--- src/rtl/alu_pkg.sv ---
// Shared definitions for the multi-cycle ALU: op-codes, FSM states, width helper.
// No logic of its own; imported by alu_mc and shift_add_mul.
// Operand/result width is always twice the half-operand width.
package alu_pkg;

  localparam logic [1:0] OP_ADD = 2'b00;
  localparam logic [1:0] OP_SUB = 2'b01;
  localparam logic [1:0] OP_MUL = 2'b10;
  localparam logic [1:0] OP_ILL = 2'b11;

  typedef enum logic [1:0] {
    S_IDLE    = 2'd0,
    S_MUL_RUN = 2'd1,
    S_DONE    = 2'd2
  } state_e;

  // Full operand/result width derived from the half-operand width.
  function automatic int calc_w(input int part_len);
    return 2 * part_len;
  endfunction

endpackage

--- src/rtl/shift_add_mul.sv ---
// Iterative unsigned shift-add multiplier over PART_LEN-bit operands, W-bit exact product.
// Latency: PART_LEN/MUL_BITS_PER_CYC cycles after start; done_o flags the final cycle.
// No backpressure: the caller starts it only when idle and samples product_o on done_o.
module shift_add_mul
  import alu_pkg::*;
#(
  parameter int PART_LEN         = 8,
  parameter int MUL_BITS_PER_CYC = 1,
  localparam int W               = calc_w(PART_LEN)
) (
  input  logic                clk_i,
  input  logic                rst_i,
  input  logic                start_i,
  input  logic [PART_LEN-1:0] mcand_i,
  input  logic [PART_LEN-1:0] mplier_i,
  output logic                busy_o,
  output logic                done_o,
  output logic [W-1:0]        product_o
);

  // MUL_BITS_PER_CYC must divide PART_LEN so the last step retires the top bits exactly.
  localparam int STEPS = PART_LEN / MUL_BITS_PER_CYC;
  localparam int CW    = $clog2(STEPS + 1);

  logic                busy_q;
  logic [CW-1:0]       cnt_q;
  logic [W-1:0]        acc_q;
  logic [W-1:0]        mcand_q;
  logic [PART_LEN-1:0] mplier_q;
  logic [W-1:0]        partial_d;
  logic [W-1:0]        acc_d;

  // Sum of the multiplicand copies selected by the multiplier bits retired this cycle.
  always_comb begin
    partial_d = '0;
    for (int j = 0; j < MUL_BITS_PER_CYC; j++) begin
      if (mplier_q[j]) partial_d = partial_d + (mcand_q << j);
    end
  end

  assign acc_d     = acc_q + partial_d;
  assign busy_o    = busy_q;
  assign done_o    = busy_q && (cnt_q == '0);
  // Exposes the post-step accumulator so the caller can register it on the done cycle.
  assign product_o = acc_d;

  // Load on start, then shift multiplicand up / multiplier down and accumulate each step.
  always_ff @(posedge clk_i) begin
    if (rst_i) begin
      busy_q   <= 1'b0;
      cnt_q    <= '0;
      acc_q    <= '0;
      mcand_q  <= '0;
      mplier_q <= '0;
    end else if (start_i) begin
      busy_q   <= 1'b1;
      cnt_q    <= CW'(STEPS - 1);
      acc_q    <= '0;
      mcand_q  <= {{PART_LEN{1'b0}}, mcand_i};
      mplier_q <= mplier_i;
    end else if (busy_q) begin
      acc_q    <= acc_d;
      mcand_q  <= mcand_q << MUL_BITS_PER_CYC;
      mplier_q <= mplier_q >> MUL_BITS_PER_CYC;
      cnt_q    <= cnt_q - CW'(1);
      if (cnt_q == '0) busy_q <= 1'b0;
    end
  end

endmodule

--- src/rtl/alu_mc.sv ---
// Multi-cycle ALU: ADD/SUB with carry/overflow/zero flags, iterative MUL, illegal-op error.
// Latency: 1 cycle for ADD/SUB/illegal, 1 + PART_LEN/MUL_BITS_PER_CYC cycles for MUL.
// Backpressure: result and flags held in DONE until out_ready; in_ready low whenever not IDLE.
module alu_mc
  import alu_pkg::*;
#(
  parameter int PART_LEN         = 8,
  parameter int MUL_BITS_PER_CYC = 1,
  localparam int W               = calc_w(PART_LEN)
) (
  input  logic         clk,
  input  logic         rst,
  input  logic         in_valid,
  output logic         in_ready,
  input  logic [1:0]   op,
  input  logic [W-1:0] a,
  input  logic [W-1:0] b,
  output logic         out_valid,
  input  logic         out_ready,
  output logic [W-1:0] res,
  output logic         carry,
  output logic         ovf,
  output logic         zero,
  output logic         err
);

  state_e         state_q;
  logic [W-1:0]   res_q;
  logic           carry_q, ovf_q, zero_q, err_q, out_valid_q;

  logic           accept;
  logic           mul_start, mul_busy, mul_done;
  logic [W-1:0]   mul_prod;
  logic [W:0]     sum_d, diff_d;
  logic           add_ovf_d, sub_ovf_d;

  assign in_ready  = (state_q == S_IDLE) && !rst && !mul_busy;
  assign accept    = in_valid && in_ready;
  assign mul_start = accept && (op == OP_MUL);

  // One extra bit holds the ADD carry-out / SUB borrow (borrow == unsigned a < b).
  assign sum_d     = {1'b0, a} + {1'b0, b};
  assign diff_d    = {1'b0, a} - {1'b0, b};
  assign add_ovf_d = (a[W-1] == b[W-1]) && (sum_d[W-1]  != a[W-1]);
  assign sub_ovf_d = (a[W-1] != b[W-1]) && (diff_d[W-1] != a[W-1]);

  shift_add_mul #(
    .PART_LEN        (PART_LEN),
    .MUL_BITS_PER_CYC(MUL_BITS_PER_CYC)
  ) u_mul (
    .clk_i    (clk),
    .rst_i    (rst),
    .start_i  (mul_start),
    .mcand_i  (a[PART_LEN-1:0]),
    .mplier_i (b[PART_LEN-1:0]),
    .busy_o   (mul_busy),
    .done_o   (mul_done),
    .product_o(mul_prod)
  );

  // Control FSM; result and flags are registered together so they always match.
  always_ff @(posedge clk) begin
    if (rst) begin
      state_q     <= S_IDLE;
      res_q       <= '0;
      carry_q     <= 1'b0;
      ovf_q       <= 1'b0;
      zero_q      <= 1'b0;
      err_q       <= 1'b0;
      out_valid_q <= 1'b0;
    end else begin
      case (state_q)
        S_IDLE: begin
          if (accept) begin
            case (op)
              OP_ADD: begin
                res_q       <= sum_d[W-1:0];
                carry_q     <= sum_d[W];
                ovf_q       <= add_ovf_d;
                zero_q      <= (sum_d[W-1:0] == '0);
                err_q       <= 1'b0;
                out_valid_q <= 1'b1;
                state_q     <= S_DONE;
              end
              OP_SUB: begin
                res_q       <= diff_d[W-1:0];
                carry_q     <= diff_d[W];
                ovf_q       <= sub_ovf_d;
                zero_q      <= (diff_d[W-1:0] == '0);
                err_q       <= 1'b0;
                out_valid_q <= 1'b1;
                state_q     <= S_DONE;
              end
              OP_MUL: begin
                state_q <= S_MUL_RUN;
              end
              default: begin
                res_q       <= '0;
                carry_q     <= 1'b0;
                ovf_q       <= 1'b0;
                zero_q      <= 1'b1;
                err_q       <= 1'b1;
                out_valid_q <= 1'b1;
                state_q     <= S_DONE;
              end
            endcase
          end
        end
        S_MUL_RUN: begin
          if (mul_done) begin
            res_q       <= mul_prod;
            carry_q     <= 1'b0;
            ovf_q       <= 1'b0;
            zero_q      <= (mul_prod == '0);
            err_q       <= 1'b0;
            out_valid_q <= 1'b1;
            state_q     <= S_DONE;
          end
        end
        S_DONE: begin
          if (out_ready) begin
            out_valid_q <= 1'b0;
            state_q     <= S_IDLE;
          end
        end
        default: state_q <= S_IDLE;
      endcase
    end
  end

  assign res       = res_q;
  assign carry     = carry_q;
  assign ovf       = ovf_q;
  assign zero      = zero_q;
  assign err       = err_q;
  assign out_valid = out_valid_q;

endmodule

--- config.mk ---
export PLATFORM = sky130hd
export DESIGN_NAME = alu_mc
export DESIGN_NICKNAME = d
export VERILOG_FILES = /design/src/rtl/alu_pkg.sv /design/src/rtl/shift_add_mul.sv /design/src/rtl/alu_mc.sv
export SDC_FILE = /design/constraint.sdc
export NUM_CORES = 1
export LEC_CHECK = 0
export CORE_MARGIN = 10
export CORE_UTILIZATION = 60
export CTS_CLUSTER_DIAMETER = 120
export DETAILED_ROUTE_END_ITERATION = 8
export GPL_TIMING_DRIVEN = 1
export PLACE_DENSITY = 0.92
export SETUP_SLACK_MARGIN = 0.05
export SLEW_MARGIN = 20
export SYNTH_ARGS = -nofsm -noshare
export SYNTH_HDL_FRONTEND = slang
export SYNTH_SLANG_ARGS = --single-unit
--- constraint.sdc ---
create_clock -name clk -period 7 [get_ports clk]
set_input_delay 1.05 -clock clk [delete_from_list [all_inputs] [get_ports clk]]
set_output_delay 1.05 -clock clk [all_outputs]
set_load 0.01 [all_outputs]
# After elaboration in Yosys (flattened, before gate mapping)
# Cells that the tools add are included.
# Widths: inputs -> output; s select.
totals:
  output_inout_bits: 22
  ff_bits: 68
classes:
  eq_ne: 12
  reduce_logical: 23
  n_addsub: 4
  muxes: 38
op_table:
  columns: ["operator", "n"]
  rows:
  - ["$logic_not 16->1", 3]
  - ["$mux 16", 3]
  - ["$pmux 16 s3", 1]
  - ["$mux 8", 4]
  - ["$pmux 16 s2", 1]
  - ["$add 16x16->17", 1]
  - ["$sub 16x16->17", 1]
  - ["$add 16x16->16", 1]
  - ["$mux 1", 13]
  - ["$pmux 1 s3", 4]
  - ["$pmux 1 s2", 5]
  - ["$mux 2", 4]
  - ["$ne 2x2->1 const B", 4]
  - ["$logic_and 1x1->1", 7]
  - ["$mux 3", 2]
  - ["$pmux 2 s3", 1]
  - ["$reduce_and 5->1", 1]
  - ["$eq 2x1->1 const B", 2]
  - ["$eq 2x2->1 const B", 2]
  - ["$logic_not 2->1", 2]
  - ["$logic_not 4->1", 1]
  - ["$reduce_and 4->1", 1]
  - ["$reduce_bool 2->1", 2]
  - ["$reduce_or 2->1", 2]
  - ["other kinds (6)", 9]

# Logic depth before layout (Yosys ltp)
# Gate-level depths: netlist of the first run.
logic_depth:
  word_depth: 6
  mapped_depth: 13

# Hierarchy
# A second synthesis of the first run with hierarchy kept.
hier_totals:
  hier_cells: 815
  hier_area_um2: 6178.4
modules_own_cells:
  columns: ["mod", "cells_each", "seq_area_each_um2", "area_each_um2", "instances"]
  rows:
  - ["alu_mc", 476, 460.4, 3447.1, 1]
  - ["shift_add_mul", 339, 900.9, 2731.4, 1]

# Worst setup path before layout of the first run
# No wires, ideal clock.
synth_path:
  path_kind: "input to register"
  startpoint: "input a[0]"
  endpoint: "register zero_q, in the netlist zero"
  arrival_time_ns: 3.372
  setup_slack_ns: 3.559
  cell_stages: 13
  t_required_ns: 6.931
  path_cell_list: "inv_1 > ha_1 > inv_1 > fa_1 > a21oi_2 > o22ai_1 > nor2_1 > xnor2_1 > or4_1 > or4_1 > nor4_2 > nor3_1 > o21ai_1"
synth_via:
  elab_chain_cells: 5
  word_cells_on_any_way: 7
synth_rtl:
  columns: ["item", "line", "rtl"]
  rows:
  - ["start, declared", "alu_mc.sv:16", "input logic [W-1:0] a,"]
  - ["$sub 16x16->17 / $add 16x16->17 (equally long branches)", "alu_mc.sv:43, alu_mc.sv:42", null]
  - ["$logic_not 16->1, on equally long branches", "alu_mc.sv:89, alu_mc.sv:80", null]
  - ["$pmux 1 s3 (*)", "alu_mc.sv:75", "case (op)"]
  - ["$mux 1 (*)", "alu_mc.sv:74", "if (accept) begin"]
  - ["$pmux 1 s2 (*)", "alu_mc.sv:72", "case (state_q)"]
  - ["end signal, assigned", "alu_mc.sv:80", "zero_q <= (sum_d[W-1:0] == '0);"]
  - ["end signal, assigned", "alu_mc.sv:89", "zero_q <= (diff_d[W-1:0] == '0);"]
  - ["end signal, assigned", "alu_mc.sv:114", "zero_q <= (mul_prod == '0);"]
  - ["end, declared", "alu_mc.sv:29", "logic carry_q, ovf_q, zero_q, err_q, out_valid_q;"]
# Mark *: on every way between the ends. The rest lies on a longest branch, timed or not. The select of a mux whose other input is x is not followed.
# A chain may end at the register's enable or synchronous reset.

# Worst setup path after layout of the first run
layout_path:
  startpoint: "input b[4]"
  endpoint: "register res_q[13], in the netlist res[13]"
layout_via:
  elab_chain_cells: 4
  word_cells_on_any_way: 5
layout_rtl:
  columns: ["item", "line", "rtl"]
  rows:
  - ["start, declared", "alu_mc.sv:17", "input logic [W-1:0] b,"]
  - ["$sub 16x16->17 / $add 16x16->17 (equally long branches)", "alu_mc.sv:43, alu_mc.sv:42", null]
  - ["$pmux 16 s3 (*)", "alu_mc.sv:75", null]
  - ["$mux 16 (*)", "alu_mc.sv:74", null]
  - ["$pmux 16 s2 (*)", "alu_mc.sv:72", null]
  - ["end signal, assigned", "alu_mc.sv:77", "res_q <= sum_d[W-1:0];"]
  - ["end signal, assigned", "alu_mc.sv:86", "res_q <= diff_d[W-1:0];"]
  - ["end signal, assigned", "alu_mc.sv:111", "res_q <= mul_prod;"]
  - ["end, declared", "alu_mc.sv:28", "logic [W-1:0] res_q;"]
# Marks and branches as above.

==> results of run 1 <==
layout by cell type, fill, tap and decap left out, types with 4 or more instances in the layout:
| master | synthesis | layout |
|---|---|---|
| nor2_1 | 100 | 100 |
| nor3_1 | 18 | 18 |
| a311oi_1 | 4 | 4 |
| xor2_1 | 10 | 10 |
| a21oi_1 | 49 | 49 |
| nor2b_1 | 11 | 11 |
| o2111ai_1 | 7 | 7 |
| and2_1 | 15 | 15 |
| mux2i_1 | 24 | 24 |
| nor4b_1 | 5 | 5 |
| nand2b_1 | 12 | 12 |
| a221oi_1 | 12 | 12 |
| clkdlybuf4s50_1 | 0 | 59 |
| and3_1 | 14 | 14 |
| o21bai_1 | 7 | 7 |
| a31oi_1 | 4 | 4 |
| a211oi_1 | 19 | 19 |
| a22oi_1 | 10 | 10 |
| nand3_1 | 19 | 19 |
| nand2_1 | 29 | 29 |
| nor4_1 | 9 | 9 |
| o21ai_0 | 16 | 16 |
| ha_1 | 49 | 49 |
| o31ai_1 | 7 | 7 |
| clkbuf_8 | 2 | 10 |
| o21ai_1 | 7 | 7 |
| inv_1 | 41 | 41 |
| xnor2_1 | 36 | 36 |
| dfxtp_1 | 68 | 67 |
| o21a_1 | 4 | 4 |
cell type report:
cell class | instances | area, um^2
inverter | 42 | 158
clock buffer | 10 | 138
tap | 129 | 161
timing repair buffer | 61 | 606
fill | 732 | 2750
clock inverter | 5 | 100
sequential | 68 | 1360
multi-input combinational | 564 | 3960
metrics by stage:
step           cells  cell area, um^2
3_5_place_dp     864             6250
6_report         879             6490
3_3_place_gp     864             6250
4_1_cts          879             6490
2_1_floorplan    716             5700
5_1_grt          879             6490
worst max path at each step:
stage	from	end	slack, ns	cells after the start
after floorplan	a[0]	zero	3.56	13
after global placement	b[4]	res[13]	2.55	12
after detailed placement	b[4]	res[13]	2.51	12
after CTS	b[4]	res[13]	2.84	12
after global routing	op[0]	zero	2.50	10
final	b[4]	res[13]	2.78	12
worst max-delay path: cells and delay by family:
kind,cells,cell delay (ns)
AO/OA/AOI/OAI,7,1.76
XOR/XNOR,1,0.30
adder cells (fa/ha/maj),1,0.40
buffers and inverters,2,0.64
AND/OR/NAND/NOR,1,0.32
layer usage:
metal | track usage | routed length, um
met3 | 0.0494 | 1040
met2 | 0.380 | 7760
met4 | 0.0703 | 482
met5 | 0 | 0
met1 | 0.283 | 7160
sequential cells by signal, summed over array words and instances, names as in the netlist:
signal	count
zero	1
res	16
err	1
u_mul.mplier_q	8
state_q	2
carry	1
u_mul.acc_q	16
u_mul.mcand_q	16
ovf	1
u_mul.busy_o	1
out_valid	1
u_mul.cnt_q	4
cells by family after synthesis:
kind of cell / share of synthesized area
xor+xnor: 0.0755
mux: 0.0441
simple gates: 0.223
compound gates: 0.235
buf+inv: 0.0659
fa+ha+maj: 0.118
flops: 0.239
where the power goes:
group	switching [mW]	internal (mW)	leakage (nW)
Combinational	0.194	0.145	1.87
Clock	0.150	0.243	0.122
Sequential	0.0128	0.401	0.552
==> qor.yml, run 1 <==
placed_design:
  gp_routability_congestion: 0.971
  pre_cts_slack_ns: 2.51
  detailed_place_hpwl_mm: 12.2
  portBuffers: 59
critical_path:
  rrSetupSlack_ns: 3.73
  worst_ep_arrival_time_ns: 4.47
  cell_depth_of_the_worst_flop_to_flop_path: 10
  worst_ep_required_time_ns: 7.25
  criticalPathCategory: "input port to flop"
  worst_path_max_delay_cell: "clkdlybuf4s50_1"
  worst_setup_path_start_kind: "input port"
  timing.critical_path.to_type: "flop"
  worst_path_most_repeated_cell: "a211oi_2"
  timing.critical_path.cells: "clkdlybuf4s50_1 -> inv_1 -> ha_1 -> or2_1 -> a211oi_2 -> o221ai_1 -> a211oi_2 -> a21boi_1 -> xor2_1 -> o21ai_1 -> a31o_1 -> a311oi_1"
  worst_r2r_startpoint: "u_mul.busy_o"
  crit_path_max_fanout: 8
  slowest_delay_ns: 0.57
  critical_path.reg2reg.endpoint: "zero"
global_routing:
  grt_pass1_wl_mm: 26.8
  grt_antenna_before_repair: 0
  first_global_vias: 5335
  grt.total_usage: 0.227
  pin_count_of_the_biggest_net_entering_global_routing: 52
  global_route.overflow_total: 0
synthesis:
  synth_enable_flop_cells: 0
  post-synth-top-count-cell: "nor2_1"
  nets_in_the_synthesized_netlist: 806
  synth-seq-area-share: 0.239
  synth_area_per_cell_um2: 7.96
  synth_largest_type_area_fraction: 0.239
  synthDominantAreaCellType: "dfxtp_1"
  ys_async_sr_fraction: 0
  synth_commonest_cells: "nor2_1, dfxtp_1, a21oi_1, ha_1, inv_1"
  ys_warn_count: 0
  ys.flop_type: "dfxtp_1"
  syn_inst_count: 716
  synthDistinctLibCells: 82
  ys_top_cells_by_area: "dfxtp_1, ha_1, nor2_1"
  synth_area_mm2: 0.00570
  number_of_register_bits_inferred_by_synthesis: 68
final_layout:
  proportion_of_layout_cells_with_a_drive_suffix_above_1: 0.0520
  nets: 836
  final_core_utilization: 0.702
  areaGrowthSynthToFinish_pct: 13.8
  n_antenna_cell: 0
clocking:
  post_cts_resized: 0
  worstSkewPairLatency_ns: 0.36
  post_cts_hold_buffer_count: 0
  cts_tree: "built"
  cts_made_buffers: 9
  maximum_number_of_buffers_from_clock_root_to_sink: 2
  htree_num_levels: 3
  clk_pin_slew_worst_paths_ns: 0.08
  setup_bufs_post_cts: 0
  cts.root.buffer_cell: "clkbuf_8"
  tritoncts_num_sinks: 68
worst_hold_path:
  destination_of_the_worst_hold_path: "u_mul.mplier_q[5]"
  holdPathStages: 2
  hp-start: "u_mul.mplier_q[5]"
  worstHoldPathType: "flop to flop"
floorplanning:
  die_width_um: 117
  total_number_of_placement_rows: 35
  die_height_um: 117
  initial_utilization: 0.617
  die_area_mm2: 0.0138
  pin_count: 60
  core-area_mm2: 0.00924
timing:
  final_hold_viol_count: 0
  clock.fmax_mhz: 237
  tightestPinTransition_ns: 1.00
  slew_violations: 0
  setup_total_negative_slack_ns: 0
  final.min_clock_period_ns: 4.22
  hold-worst-slack_ns: 0.463
  finalCritPeriodShare: 0.603
  unrepaired_setup_endpoints_after_global_routing: "no"
  post-route-worst-setup-slack_ns: 2.78
  worst_clock_skew_on_the_final_layout_ns: 0.0112
  worst_slew_margin_rel: 0.328
  final-setup-viol-count: 0
power:
  power.static_leakage_nw: 2.55
  post-layout-total-power_mw: 1.15
  power-per-cell-area_mw_per_mm2: 177
  vdd_ir_drop_max_v: 0.0000875
drt:
  postRouteAntennaNets: 0
  vias: 5562
  detail_route.wirelength_mm: 16.4
  drc: 0
  wire_per_inst_um: 18.7
  route.detailed.vias_per_inst: 6.33
  detailedRoute.firstIterationViolations: 505
  dr.pass1.iters: 5
run:
  maxCapViolCount: 0
outcome:
  status: "completed"
(Power assumes the default switching activity.)
==> run 2: changes to the inputs <==
--- a/config.mk
+++ b/config.mk
@@ -6,11 +6,11 @@
 export NUM_CORES = 1
 export LEC_CHECK = 0
 export CORE_MARGIN = 10
-export CORE_UTILIZATION = 60
+export CORE_UTILIZATION = 53
 export CTS_CLUSTER_DIAMETER = 120
 export DETAILED_ROUTE_END_ITERATION = 8
 export GPL_TIMING_DRIVEN = 1
-export PLACE_DENSITY = 0.92
+export PLACE_DENSITY = 0.86
 export SETUP_SLACK_MARGIN = 0.05
 export SLEW_MARGIN = 20
 export SYNTH_ARGS = -nofsm -noshare
==> constraint.sdc (replaced) <==
create_clock -name clk -period 3.5 [get_ports clk]
set_input_delay 0.525 -clock clk [delete_from_list [all_inputs] [get_ports clk]]
set_output_delay 0.525 -clock clk [all_outputs]
set_load 0.01 [all_outputs]
==> run 2 against run 1 <==
Total power increased by 89%. First-iteration DRC count decreased by 5.5%. Hold slack improved by 0.0041 ns. Cell count increased by 6.7%. Global-route usage decreased by 1.8 points. Cell area increased by 5.5%. Largest cell class unchanged.
==> qor.yml, run 2 (synthesis gave the netlist of run 1 again) <==
drt:
  postRouteAntennaNets: 0
  detailedRoute.firstIterationViolations: 477
  dr.pass1.iters: 5
  vias: 5626
  drc: 0
  wire_per_inst_um: 17.1
  detail_route.wirelength_mm: 16.1
  route.detailed.vias_per_inst: 6.00
clocking:
  cts.root.buffer_cell: "clkbuf_8"
  maximum_number_of_buffers_from_clock_root_to_sink: 2
  cts_made_buffers: 9
  setup_bufs_post_cts: 0
  worstSkewPairLatency_ns: 0.35
  htree_num_levels: 3
  clk_pin_slew_worst_paths_ns: 0.08
  cts_tree: "built"
  tritoncts_num_sinks: 68
timing:
  unrepaired_setup_endpoints_after_global_routing: "no"
  clock.fmax_mhz: 306
  slew_violations: 0
  final-setup-viol-count: 0
  finalCritPeriodShare: 0.935
  worst_slew_margin_rel: 0.481
  worst_clock_skew_on_the_final_layout_ns: 0.0112
  post-route-worst-setup-slack_ns: 0.227
  tightestPinTransition_ns: 0.768
  final.min_clock_period_ns: 3.27
  final_hold_viol_count: 0
floorplanning:
  total_number_of_placement_rows: 37
  die_height_um: 124
  die_area_mm2: 0.0153
  die_width_um: 124
  core-area_mm2: 0.0104
  initial_utilization: 0.547
  pin_count: 60
final_layout:
  areaGrowthSynthToFinish_pct: 20.1
  final_core_utilization: 0.657
  n_antenna_cell: 0
  leading_cell_type_in_the_layout_fill_and_taps_excluded: "nor2_1"
  postLayoutCellArea_mm2: 0.00684
  num-fill-cells: 911
  proportion_of_layout_cells_with_a_drive_suffix_above_1: 0.121
  seq_area_mm2: 0.00136
  final_cell_mix: "nor2_1, dfxtp_1, clkdlybuf4s50_1, buf_4, ha_1"
  nets: 887
  multiInputGateArea_mm2: 0.00399
placed_design:
  portBuffers: 59
  detailed_place_hpwl_mm: 12.7
  gp_routability_congestion: 0.961
  pre_cts_slack_ns: -0.205
  post_dp_cell_area_mm2: 0.00664
critical_path:
  startpoint: "b[2]"
  worst_ep_required_time_ns: 3.80
  worst_r2r_startpoint: "u_mul.mplier_q[0]"
  critical_path.reg2reg.endpoint: "zero"
  setup.worst_path.end: "zero"
  timing.critical_path.to_type: "flop"
  worst_setup_path_start_kind: "input port"
  worst_ep_arrival_time_ns: 3.57
  crit_path_max_fanout: 6
  rrSetupSlack_ns: 0.49
  cell_depth_of_the_worst_flop_to_flop_path: 12
  criticalPathCategory: "input port to flop"
global_routing:
  pin_count_of_the_biggest_net_entering_global_routing: 47
  grt_pass1_wl_mm: 26.3
  grt_antenna_before_repair: 0
  grt.total_usage: 0.209
  first_global_vias: 5429
  global_route.overflow_total: 0
outcome:
  status: "completed"
power:
  power.static_leakage_nw: 2.78
  post-layout-total-power_mw: 2.16
  vdd_ir_drop_max_v: 0.000240
  power-per-cell-area_mw_per_mm2: 315
worst_hold_path:
  worstHoldPathType: "flop to flop"
run:
  maxCapViolCount: 0
run 2: cell types whose count changed in the layout (fill, tap and decap cells not counted), sizes merged:
cell,previous run,this run
bufinv,3,0
dlymetal6s2s,0,2
inv,42,44
clkbuf,10,9
clkdlybuf4s50,59,57
buf,2,53
clkinvlp,0,3
run 2: report_power, final:
part / internal (mW) / switching (mW)
registers: 0.801 / 0.0253
logic: 0.352 / 0.397
clock network: 0.259 / 0.325
total: 1.41 / 0.748
run 2: how the worst min path moves through the flow:
stage	from	endpoint	depth (start not counted)
2_1_floorplan	u_mul.mplier_q[1]	u_mul.mplier_q[1]	2
3_3_place_gp	u_mul.mplier_q[1]	u_mul.mplier_q[1]	2
3_5_place_dp	u_mul.mplier_q[5]	u_mul.mplier_q[5]	2
4_1_cts	u_mul.mplier_q[1]	u_mul.mplier_q[1]	2
5_1_grt	u_mul.mplier_q[1]	u_mul.mplier_q[1]	2
6_report	u_mul.mplier_q[1]	u_mul.mplier_q[1]	2
run 2: area by class of cell:
class,instances,share of cell area
Clock buffer,9,0.0181
Clock inverter,7,0.00731
Inverter,42,0.0230
Multi-Input combinational cell,564,0.582
Sequential cell,68,0.199
Tap cell,136,0.0249
Timing Repair Buffer,112,0.145
run 2: timing repair:
item | in CTS | in global routing
gates resized for setup | 0 | 8
hold buffers | 0 | 0
setup endpoints to repair | 0 | 1
run 2: per-stage QoR:
step	cells	setup TNS (ns)	hold WS, ns
4_1_cts	938	0	0.470
6_report	938	0	0.467
3_5_place_dp	922	-0.262	0.455
5_1_grt	938	0	0.496
2_1_floorplan	716	0	0.436
3_3_place_gp	922	-0.103	0.451
run 2: worst max-delay path: stages:
cell and delay [ns]:
clkdlybuf4s50_1 0.49, inv_1 0.05, ha_1 0.37, buf_4 0.19, xnor2_2 0.15, o2111ai_1 0.14
a31oi_1 0.17, o2111ai_1 0.13, or4_1 0.54, or4_4 0.44, nor4_2 0.16, nor3_1 0.09
o21ai_1 0.12
run 2: routing by layer:
metal,global-route usage,up-vias,share of wire
met2,0.349,176,0.47
met3,0.0439,31,0.059
met5,0,-,0
met4,0.0684,0,0.029
li1,-,2740,-
met1,0.262,2679,0.44
